==> src/rtl/rx_cmd_ctrl.sv <==
// Receive-side command controller: decodes UART opcodes, streams vector payloads
// into the A/B memories and issues one-hot operation requests. Optional macro: RX_TIMEOUT_EN.
module rx_cmd_ctrl #(
  parameter int N_ELEMENTS = 1024,
  parameter int ADDR_W     = 10,
  parameter int RX_TIMEOUT = 1_000_000
) (
  input  logic              clk,
  input  logic              reset,
  input  logic [7:0]        rx_data,
  input  logic              rx_ready,
  input  logic              op_busy,
  output logic              wr_en_a,
  output logic              wr_en_b,
  output logic [ADDR_W-1:0] wr_addr,
  output logic [7:0]        wr_data,
  output logic              load_done,
  output logic [5:0]        enables,
  output logic              op_start,
  output logic              cmd_error
);

  typedef enum logic {IDLE = 1'b0, LOAD = 1'b1} state_t;

  state_t            state_reg, state_next;
  logic              target_b_reg, target_b_next;
  logic [ADDR_W-1:0] cnt_reg, cnt_next;

  logic              wr_en_a_reg, wr_en_a_next;
  logic              wr_en_b_reg, wr_en_b_next;
  logic [ADDR_W-1:0] wr_addr_reg, wr_addr_next;
  logic [7:0]        wr_data_reg, wr_data_next;
  logic              load_done_reg, load_done_next;
  logic [5:0]        enables_reg, enables_next;
  logic              op_start_reg, op_start_next;
  logic              cmd_error_reg, cmd_error_next;

  logic       is_load_op;
  logic       is_exec_op;
  logic       last_elem;
  logic       timeout;
  logic [2:0] op_idx;

  assign is_load_op = (rx_data == 8'h01) || (rx_data == 8'h02);
  assign is_exec_op = (rx_data >= 8'h03) && (rx_data <= 8'h08);
  assign last_elem  = (cnt_reg == ADDR_W'(N_ELEMENTS - 1));
  // Opcodes 3..8 map onto bits 0..5; the 3-bit subtraction wraps 8 onto 5.
  assign op_idx     = rx_data[2:0] - 3'd3;

`ifdef RX_TIMEOUT_EN
  localparam int TO_W = $clog2(RX_TIMEOUT + 1);
  logic [TO_W-1:0] to_cnt_reg;

  // A byte arriving in the expiry cycle wins over the timeout.
  assign timeout = (state_reg == LOAD) && !rx_ready && (to_cnt_reg == TO_W'(RX_TIMEOUT - 1));

  always_ff @(posedge clk or negedge reset) begin
    if (!reset)
      to_cnt_reg <= '0;
    else if ((state_reg != LOAD) || rx_ready)
      to_cnt_reg <= '0;
    else
      to_cnt_reg <= to_cnt_reg + 1'b1;
  end
`else
  assign timeout = 1'b0;
`endif

  always_ff @(posedge clk or negedge reset) begin
    if (!reset) begin
      state_reg     <= IDLE;
      target_b_reg  <= 1'b0;
      cnt_reg       <= '0;
      wr_en_a_reg   <= 1'b0;
      wr_en_b_reg   <= 1'b0;
      wr_addr_reg   <= '0;
      wr_data_reg   <= '0;
      load_done_reg <= 1'b0;
      enables_reg   <= '0;
      op_start_reg  <= 1'b0;
      cmd_error_reg <= 1'b0;
    end else begin
      state_reg     <= state_next;
      target_b_reg  <= target_b_next;
      cnt_reg       <= cnt_next;
      wr_en_a_reg   <= wr_en_a_next;
      wr_en_b_reg   <= wr_en_b_next;
      wr_addr_reg   <= wr_addr_next;
      wr_data_reg   <= wr_data_next;
      load_done_reg <= load_done_next;
      enables_reg   <= enables_next;
      op_start_reg  <= op_start_next;
      cmd_error_reg <= cmd_error_next;
    end
  end

  always_comb begin
    state_next    = state_reg;
    target_b_next = target_b_reg;
    cnt_next      = cnt_reg;
    case (state_reg)
      IDLE: begin
        if (rx_ready && !op_busy && is_load_op) begin
          state_next    = LOAD;
          target_b_next = (rx_data == 8'h02);
          cnt_next      = '0;
        end
      end
      LOAD: begin
        if (rx_ready) begin
          cnt_next = cnt_reg + 1'b1;
          if (last_elem) begin
            state_next = IDLE;
            cnt_next   = '0;
          end
        end else if (timeout) begin
          state_next = IDLE;
          cnt_next   = '0;
        end
      end
      default: state_next = IDLE;
    endcase
  end

  always_comb begin
    wr_en_a_next   = 1'b0;
    wr_en_b_next   = 1'b0;
    wr_addr_next   = wr_addr_reg;
    wr_data_next   = wr_data_reg;
    load_done_next = 1'b0;
    enables_next   = enables_reg;
    op_start_next  = 1'b0;
    cmd_error_next = timeout;
    if (rx_ready) begin
      case (state_reg)
        IDLE: begin
          if (op_busy || !(is_load_op || is_exec_op)) begin
            cmd_error_next = 1'b1;
          end else if (is_exec_op) begin
            enables_next  = 6'd1 << op_idx;
            op_start_next = 1'b1;
          end
        end
        LOAD: begin
          wr_en_a_next   = !target_b_reg;
          wr_en_b_next   = target_b_reg;
          wr_addr_next   = cnt_reg;
          wr_data_next   = rx_data;
          load_done_next = last_elem;
        end
        default: ;
      endcase
    end
  end

  assign wr_en_a   = wr_en_a_reg;
  assign wr_en_b   = wr_en_b_reg;
  assign wr_addr   = wr_addr_reg;
  assign wr_data   = wr_data_reg;
  assign load_done = load_done_reg;
  assign enables   = enables_reg;
  assign op_start  = op_start_reg;
  assign cmd_error = cmd_error_reg;

endmodule

==> config.mk <==
export PLATFORM = sky130hd
export DESIGN_NAME = rx_cmd_ctrl
export DESIGN_NICKNAME = d
export VERILOG_FILES = /design/src/rtl/rx_cmd_ctrl.sv
export SDC_FILE = /design/constraint.sdc
export NUM_CORES = 1
export LEC_CHECK = 0
export CAP_MARGIN = 20
export CORE_MARGIN = 1.5
export CORE_UTILIZATION = 45
export DETAILED_ROUTE_END_ITERATION = 7
export GPL_TIMING_DRIVEN = 1
export PLACE_DENSITY = 0.75
export SYNTH_ARGS = -nofsm -noshare
export SYNTH_HDL_FRONTEND = slang
export SYNTH_SLANG_ARGS = --single-unit
==> constraint.sdc <==
create_clock -name clk -period 1.4 [get_ports clk]
set_input_delay 0.21 -clock clk [delete_from_list [all_inputs] [get_ports clk]]
set_output_delay 0.21 -clock clk [all_outputs]
set_load 0.01 [all_outputs]
==> results of run 1 <==
[repair_timing]
action | CTS | global route
setup endpoints to repair | 29 | 25
pin swaps | 6 | 5
hold buffers | 1 | 0
gates resized for setup | 23 | 20
endpoints found under the hold margin | 16 | 0
setup buffers | 5 | 0
[stage by stage]
step	utilization, %	power (W)	hold slack [ns]	setup TNS, ns
floorplan	-	0.00163	-0.0856	-0.0645
global placement	64.2	0.00197	0.159	-8.50
detailed placement	64.2	0.00199	0.169	-9.65
CTS	67.8	0.00295	0.316	-0.0345
global route	69.3	0.00307	0.231	-0.232
finish	69.3	0.00295	0.212	-0.0580
[worst paths after layout]
check / end / start / slack (ns)
worst max-delay path: cnt_reg[8] / cnt_reg[0] / -0.06
worst min-delay path: wr_data[5] / rx_data[5] / 0.21
worst max register to register: cnt_reg[8] / cnt_reg[0] / -0.06
worst min register to register: wr_en_a / target_b_reg / 0.42
max in group asynchronous: cnt_reg[4] / reset / 0.54
min in group asynchronous: wr_data[1] / reset / 0.38
[synthesized netlist by cell type (2+ instances only)]
library cell / number / area, um2
a21oi_1: 4 / 20.0
a31oi_1: 4 / 25.0
and2_1: 3 / 18.8
and4_1: 2 / 17.5
buf_2: 2 / 10.0
clkbuf_1: 5 / 18.8
clkbuf_8: 2 / 27.5
dfrtp_1: 41 / 1030
ha_1: 3 / 37.5
inv_1: 6 / 22.5
mux2_4: 6 / 90.1
nand2_1: 61 / 229
nand3_1: 3 / 15.0
nand4_1: 3 / 18.8
nor2_1: 9 / 33.8
nor3_1: 4 / 20.0
nor3b_1: 3 / 22.5
o21ai_0: 10 / 50.1
xnor2_1: 2 / 17.5
[placed cells by master (no fill, tap or decap), types with 6 or more instances in the layout]
| cell | n |
|---|---|
| clkdlybuf4s50_1 | 6 |
| buf_4 | 38 |
| dfrtp_1 | 40 |
| clkbuf_8 | 6 |
| nor2_1 | 8 |
| nand2_1 | 60 |
| mux2_4 | 6 |
| o21ai_0 | 8 |
| dlygate4sd2_1 | 20 |
| inv_1 | 6 |
| dlymetal6s2s_1 | 13 |
[kinds of logic after synthesis]
family / after synthesis
simple gates: 93
flops: 41
compound gates: 29
buf+inv: 16
mux: 7
xor+xnor: 3
fa+ha+maj: 3
[power breakdown]
group	switching, W	internal [W]	leakage (nW)
logic	0.000299	0.000303	1.00
registers	0.0000774	0.00129	0.517
clock network	0.000396	0.000581	0.0585
total	0.000772	0.00218	1.58
[per-layer routing]
| metal | share of wire, % | vias up |
|---|---|---|
| met3 | 3.5 | 9 |
| met1 | 50 | 746 |
| met5 | 0 | - |
| li1 | - | 806 |
| met2 | 44 | 38 |
| met4 | 2.3 | 0 |
[worst max-delay path, delay by kind of cell, from the launching register on]
kind | cells | cell delay, ns
AOI/OAI and AO/OA | 1 | 0.08
adders and majority gates | 1 | 0.20
DFF | 1 | 0.40
and+or+nand+nor | 3 | 0.70
[final cells by class]
cell class	instances	area, um2	share of cell area, %
flip-flops and latches	41	1030	36.8
inverters	6	22.5	0.807
repair buffers	81	729	26.1
well taps	50	62.6	2.24
clock buffers	7	86.3	3.09
multi-input cells	135	833	29.9
clock inverters	1	30.0	1.08
==> impl_metrics.json, run 1 <==
{
  "grt_use_met1_pct": 28.9,
  "vias": 1599,
  "port_buffers": 40,
  "syn_area_per_cell_um2": 9.96,
  "tritoncts": "built",
  "wl_per_cell_um": 13.6,
  "dp.cells": 307,
  "min_period_over_period_pct": 104,
  "drive_gt1_share_pct": 24.7,
  "drc_errors": 0,
  "cts_root_buffer": "clkbuf_8",
  "arrival_ns": 1.68,
  "period_minus_slack_ns": 1.46,
  "ys_seq_area_share_pct": 53.7,
  "grt_max_degree": 26,
  "cts_buffer_depth": 2,
  "hold_viol": 0,
  "gp_congestion": 0.783,
  "synth-simple-area-share_pct": 22.5,
  "die_area_um2": 4650,
  "required_ns": 1.62,
  "vias_per_cell": 4.98,
  "ys.flop_type": "dfrtp_1",
  "synth_compound_area_share_pct": 10.8,
  "max_freq_ghz": 0.686,
  "grt_pass1_vias": 1495,
  "fin_ws_ns": -0.0580,
  "finalInstanceArea_um2": 2790,
  "yosysWarnings": 0,
  "start_util_pct": 47.5,
  "postSynth.asyncResetShare_pct": 100,
  "clkTransAtPathRegs_ns": 0.07,
  "synth_cell_types": 38,
  "netlist_instances": 192,
  "overflow": 0,
  "nets": 285,
  "hp-class": "primary input to register",
  "finalSetupViolCount": 1,
  "n_fill_cell": 318,
  "diodes": 0,
  "power.density_nw_per_um2": 1060,
  "layoutNonFillerInstCount": 321,
  "dr.pass1.iters": 4,
  "core.rowCount": 23,
  "max_stage_delay_ns": 0.40,
  "h-tree-depth": 2,
  "status": "finished, violations left",
  "place_ws_ns": -0.486,
  "slowest_stage": "dfrtp_1",
  "synth_top_family_by_area": "simple AND/OR/NAND/NOR gates",
  "rsz0062_at_grt": "yes",
  "grt.met2_usage_pct": 30.9,
  "worstPathCellList": "ha_2 > and4_4 > nand4_1 > or3_1 > o21ai_1",
  "synth_edf_count": 0,
  "cp_max_fo": 4,
  "syn-num-nets": 207,
  "placeableCoreArea_um2": 4030,
  "maxCapViolCount": 0,
  "ant_nets": 0,
  "grt_use_total_pct": 20.6,
  "die_h_um": 68.2,
  "critPathLaunchType": "register",
  "yosys.area_share.xor_xnor_pct": 1.37,
  "synthAdderAreaFrac_pct": 1.96,
  "hpwl_um": 2990,
  "worst_pin_slew_ns": 0.410,
  "finalMaxSlewViolations": 0,
  "grt_use_met3_pct": 4.61,
  "worst-setup-path-type": "register to register",
  "insertion_delay_ns": 0.29,
  "numClockSinks": 41,
  "die_x_um": 68.2,
  "ir_drop_v": 0.000693,
  "ios": 41,
  "reg2reg_depth": 5,
  "drt-initial-drc-count": 120,
  "violations": "negative setup slack",
  "areaGrowthSynthToFinish_pct": 46.0,
  "drt_wl_total_um": 4350,
  "dpl_cell_area_um2": 2590,
  "ys_ff_latch": 41,
  "whs_path_depth": 3,
  "cts_buffers": 5,
  "syn_area_um2": 1910,
  "p_leak_nw": 1.58,
  "skew_ns": 0.00292,
  "antenna_found_initial": 0,
  "synthMuxAreaShare_pct": 5.30,
  "slew_headroom_pct": 72.7,
  "endpoint_kind": "register",
  "top_usage_layer": "met2",
  "grt_pass1_wl_um": 7010
}
Note: power is estimated with default switching activity, not from simulation.
==> run 2, diff against run 1 <==
--- a/config.mk
+++ b/config.mk
@@ -10,7 +10,7 @@
 export CORE_UTILIZATION = 45
 export DETAILED_ROUTE_END_ITERATION = 7
 export GPL_TIMING_DRIVEN = 1
-export PLACE_DENSITY = 0.75
+export PLACE_DENSITY = 0.76
 export SYNTH_ARGS = -nofsm -noshare
 export SYNTH_HDL_FRONTEND = slang
 export SYNTH_SLANG_ARGS = --single-unit
==> run 2 against run 1 <==
The run still ends with negative setup slack left. Sequential cell count unchanged. Setup slack better by 0.029 ns. First-iteration DRC count down 37%. Global-route usage up 2.0 points. Critical path type unchanged. Largest cell class unchanged.
==> impl_metrics.json, run 2 (synthesis gave the netlist of run 1 again) <==
{
  "fin_ws_ns": -0.0294,
  "drc_errors": 0,
  "nets": 292,
  "finalSetupViolCount": 2,
  "holdWs_ns": 0.321,
  "grt_max_degree": 26,
  "placeableCoreArea_um2": 4030,
  "p_leak_nw": 1.57,
  "min_period_over_period_pct": 102,
  "cts_buffer_depth": 2,
  "hp-class": "primary input to register",
  "hpwl_um": 3290,
  "period_minus_slack_ns": 1.43,
  "dr.pass1.iters": 4,
  "cts_buffers": 5,
  "numClockSinks": 41,
  "hold_viol": 0,
  "required_ns": 1.62,
  "areaGrowthSynthToFinish_pct": 48.0,
  "die_x_um": 68.2,
  "arrival_ns": 1.65,
  "slew_headroom_pct": 72.1,
  "drt_wl_total_um": 4690,
  "worst_pin_slew_ns": 0.419,
  "rsz0062_at_grt": "yes",
  "final_common_cell": "nand2_1",
  "gp_congestion": 0.825,
  "drt-initial-drc-count": 76,
  "status": "finished, violations left",
  "violations": "negative setup slack",
  "layoutNonFillerInstCount": 326,
  "overflow": 0,
  "diodes": 0,
  "grt_use_total_pct": 22.6,
  "port_buffers": 40,
  "ant_nets": 0,
  "drive_gt1_share_pct": 29.7,
  "skew_ns": 0.00780,
  "finalMaxSlewViolations": 0,
  "start_util_pct": 47.5,
  "cts_root_buffer": "clkbuf_8",
  "vias": 1622,
  "maxCapViolCount": 0,
  "ir_drop_v": 0.000629,
  "antenna_found_initial": 0,
  "max_freq_ghz": 0.700,
  "tritoncts": "built",
  "ios": 41,
  "layout_common_cells": "nand2_1, buf_4, dfrtp_1",
  "worst-setup-path-type": "register to register",
  "grt_pass1_vias": 1637,
  "clkTransAtPathRegs_ns": 0.07,
  "critPathLaunchType": "register",
  "die_area_um2": 4650,
  "n_fill_cell": 302,
  "core.rowCount": 23,
  "dp.cells": 307,
  "insertion_delay_ns": 0.30,
  "die_h_um": 68.2,
  "grt_pass1_wl_um": 7620,
  "vias_per_cell": 4.98,
  "h-tree-depth": 2,
  "wl_per_cell_um": 14.4,
  "power.density_nw_per_um2": 965,
  "cp_max_fo": 4,
  "endpoint_kind": "register"
}
-- run 2: cell type report --
type	instances	area, um2	area share (%)
flip-flops and latches	41	1030	36.3
inverters	6	22.5	0.796
clock inverters	1	5.00	0.177
well taps	50	62.6	2.21
clock buffers	5	68.8	2.43
repair buffers	88	771	27.2
multi-input cells	135	872	30.8
-- run 2: per-layer routing --
layer	vias to the layer above	GRT usage [%]	share of wire, %
met5	-	0	0
met4	0	9.75	2.0
met3	8	4.77	4.1
met2	37	36.4	47
met1	762	29.3	47
li1	815	-	-
-- run 2: path summary, 6_finish.rpt --
check	start	endpoint	slack (ns)	depth (start not counted)
setup / recovery	cnt_reg[0]	cnt_reg[8]	-0.03	5
hold / removal	rx_data[5]	wr_data[5]	0.32	3
setup reg to reg	cnt_reg[0]	cnt_reg[8]	-0.03	5
hold reg to reg	target_b_reg	wr_en_a	0.42	1
max in group asynchronous	reset	cnt_reg[5]	0.55	3
min in group asynchronous	reset	wr_addr[3]	0.38	2
-- run 2: where the power goes --
part | internal [W] | leakage [nW] | switching [W]
clock network | 0.000328 | 0.0399 | 0.000387
registers | 0.00129 | 0.517 | 0.0000709
logic | 0.000324 | 1.01 | 0.000328
total | 0.00194 | 1.57 | 0.000787
-- run 2: worst max-delay path, stage by stage (launching register included) --
cell	delay, ns
dfrtp_1	0.39
ha_2	0.20
and4_4	0.24
nand4_1	0.12
or3_1	0.33
o21ai_1	0.08
-- run 2: metrics by stage --
step                      setup slack, ns  utilization [%]  cell area, um2  setup TNS [ns]  power [W]
final                             -0.0294             70.2            2830         -0.0483    0.00273
after global routing               -0.104             70.2            2830          -0.518    0.00288
after CTS                         -0.0793             67.4            2710         -0.0793    0.00269
after detailed placement           -0.493             64.2            2590           -8.86    0.00199
after global placement             -0.433             64.2            2590           -7.15    0.00197
after floorplan                   -0.0645                -            1910         -0.0645    0.00163
-- run 2: timing repair --
item                       CTS  global route
hold endpoints to repair    16             0
setup buffers                7             5
setup endpoints to repair   35            28
pin swaps                    7             9
gates resized for setup     31            25
hold buffers                 1             0
==> run 3, diff against run 2 <==
--- a/config.mk
+++ b/config.mk
@@ -7,10 +7,11 @@
 export LEC_CHECK = 0
 export CAP_MARGIN = 20
 export CORE_MARGIN = 1.5
-export CORE_UTILIZATION = 45
+export CORE_UTILIZATION = 50
+export CTS_CLUSTER_DIAMETER = 30
 export DETAILED_ROUTE_END_ITERATION = 7
 export GPL_TIMING_DRIVEN = 1
-export PLACE_DENSITY = 0.76
+export PLACE_DENSITY = 0.8
 export SYNTH_ARGS = -nofsm -noshare
 export SYNTH_HDL_FRONTEND = slang
 export SYNTH_SLANG_ARGS = --single-unit
==> constraint.sdc (replaced) <==
create_clock -name clk -period 1.8 [get_ports clk]
set_input_delay 0.27 -clock clk [delete_from_list [all_inputs] [get_ports clk]]
set_output_delay 0.27 -clock clk [all_outputs]
set_load 0.01 [all_outputs]
==> run 3 against run 2 <==
The run now ends clean. Total power fell by 19%. Combinational power fell by 43%. Cell area fell by 8.8%. Clock power rose by 4.2%. Sequential cell count did not move. Utilization rose by 0.22 points. Sequential power fell by 20%. Via count fell by 5.9%. Largest power group unchanged.
==> impl_metrics.json, run 3 (synthesis gave the netlist of run 1 again) <==
{
  "overflow": 0,
  "areaGrowthSynthToFinish_pct": 34.9,
  "max_freq_ghz": 0.607,
  "hpwl_um": 2770,
  "h-tree-depth": 2,
  "cp_max_fo": 7,
  "grt_pass1_vias": 1498,
  "core.rowCount": 22,
  "cts_buffer_depth": 2,
  "rsz0062_at_grt": "no",
  "dpl_cell_area_um2": 2450,
  "tns_ns": 0,
  "numClockSinks": 41,
  "clkTransAtPathRegs_ns": 0.07,
  "start_util_pct": 52.2,
  "ios": 41,
  "port_buffers": 40,
  "cts_buffers": 5,
  "worst_pin_slew_ns": 0.480,
  "cp-startpoint": "rx_data[0]",
  "p_leak_nw": 1.23,
  "insertion_delay_ns": 0.29,
  "die_x_um": 64.8,
  "grt_use_total_pct": 21.2,
  "nets": 263,
  "diodes": 0,
  "vias_per_cell": 5.14,
  "ant_nets": 0,
  "layout_common_cells": "nand2_1, dfrtp_1, clkdlybuf4s50_1",
  "min_from": "target_b_reg",
  "fin_ws_ns": 0.151,
  "grt_max_degree": 22,
  "gp_congestion": 0.864,
  "tritoncts": "built",
  "n_fill_cell": 268,
  "drive_gt1_share_pct": 15.3,
  "antenna_found_initial": 0,
  "ir_drop_v": 0.000507,
  "postCtsSetupRepairBufs": 0,
  "maxCapViolCount": 0,
  "dr.pass1.iters": 4,
  "drt-initial-drc-count": 62,
  "die_area_um2": 4200,
  "cts_root_buffer": "clkbuf_8",
  "arrival_ns": 1.82,
  "final_common_cell": "nand2_1",
  "grt_pass1_wl_um": 6910,
  "rr_startpoint": "cnt_reg[0]",
  "die_h_um": 64.8,
  "layoutNonFillerInstCount": 297,
  "power.density_nw_per_um2": 853,
  "skew_ns": 0.00483,
  "drt_wl_total_um": 3960,
  "place_ws_ns": -0.137,
  "slew_headroom_pct": 68.0,
  "endpoint_kind": "register",
  "finalInstanceArea_um2": 2580,
  "placeableCoreArea_um2": 3660,
  "finalSetupViolCount": 0,
  "drc_errors": 0,
  "period_minus_slack_ns": 1.65,
  "hold_viol": 0,
  "finalMaxSlewViolations": 0,
  "finish.utilization_pct": 70.5,
  "min_period_over_period_pct": 91.6,
  "critPathLaunchType": "primary input",
  "vias": 1526,
  "required_ns": 1.98,
  "worst-setup-path-type": "primary input to register",
  "status": "finished clean",
  "hp-class": "register to register",
  "wl_per_cell_um": 13.3,
  "dp.cells": 288
}
[run 3: changes by cell type in the layout (fill, tap and decap cells not counted), moves of 3 or more]
cell             previous run  this run
nor2_2                      3         0
o21ai_1                     4         0
o21ai_0                     6        10
a31oi_1                     1         4
clkdlybuf4s50_1             5        39
dlygate4sd2_1              23         0
buf_4                      45        17
dlymetal6s2s_1             10         0
nor2_1                      6         9
[run 3: per-layer routing]
layer  up-vias  global-route usage [%]  wire (um)
met5         -                       0          0
met4         0                    7.18         17
met3         2                    3.99        184
met2        44                    32.0       1870
met1       717                    30.7       1880
li1        763                       -          -
[run 3: report_power, final]
part           switching (W)  internal [W]  total [W]  leakage, nW
registers          0.0000811       0.00100    0.00109        0.519
logic               0.000175      0.000195   0.000370        0.655
clock network       0.000293      0.000452   0.000745       0.0585
[run 3: final timing paths]
path | endpoint | slack (ns) | depth (start not counted)
setup / recovery | enables[3] | 0.15 | 5
hold / removal | wr_en_a | 0.46 | 1
setup reg to reg | cnt_reg[8] | 0.17 | 5
hold reg to reg | wr_en_a | 0.46 | 1
max in group asynchronous | wr_addr[7] | 0.85 | 3
min in group asynchronous | cnt_reg[3] | 0.48 | 2
[run 3: what timing repair did]
action,in CTS,in global routing
endpoints found under the hold margin,20,0
resized for setup,0,0
hold buffers,1,0
[run 3: worst max-delay path, stage by stage]
cell and delay [ns]:
clkdlybuf4s50_1 0.60, nor3_1 0.11, and2_1 0.21, o21ai_4 0.31, mux2_4 0.33
[run 3: final cells by class]
cell class	instances	area (um2)	share of cell area, %
multi-input cells	135	802	31.1
clock buffers	7	86.3	3.35
inverters	6	22.5	0.873
clock inverters	1	30.0	1.16
well taps	48	60.1	2.33
repair buffers	59	553	21.4
flip-flops and latches	41	1030	39.8
[run 3: stage by stage]
step | hold slack (ns) | total power [W]
after floorplan | -0.0256 | 0.00126
after global placement | 0.254 | 0.00146
after detailed placement | 0.256 | 0.00147
after CTS | 0.455 | 0.00222
after global routing | 0.460 | 0.00232
final | 0.456 | 0.00220
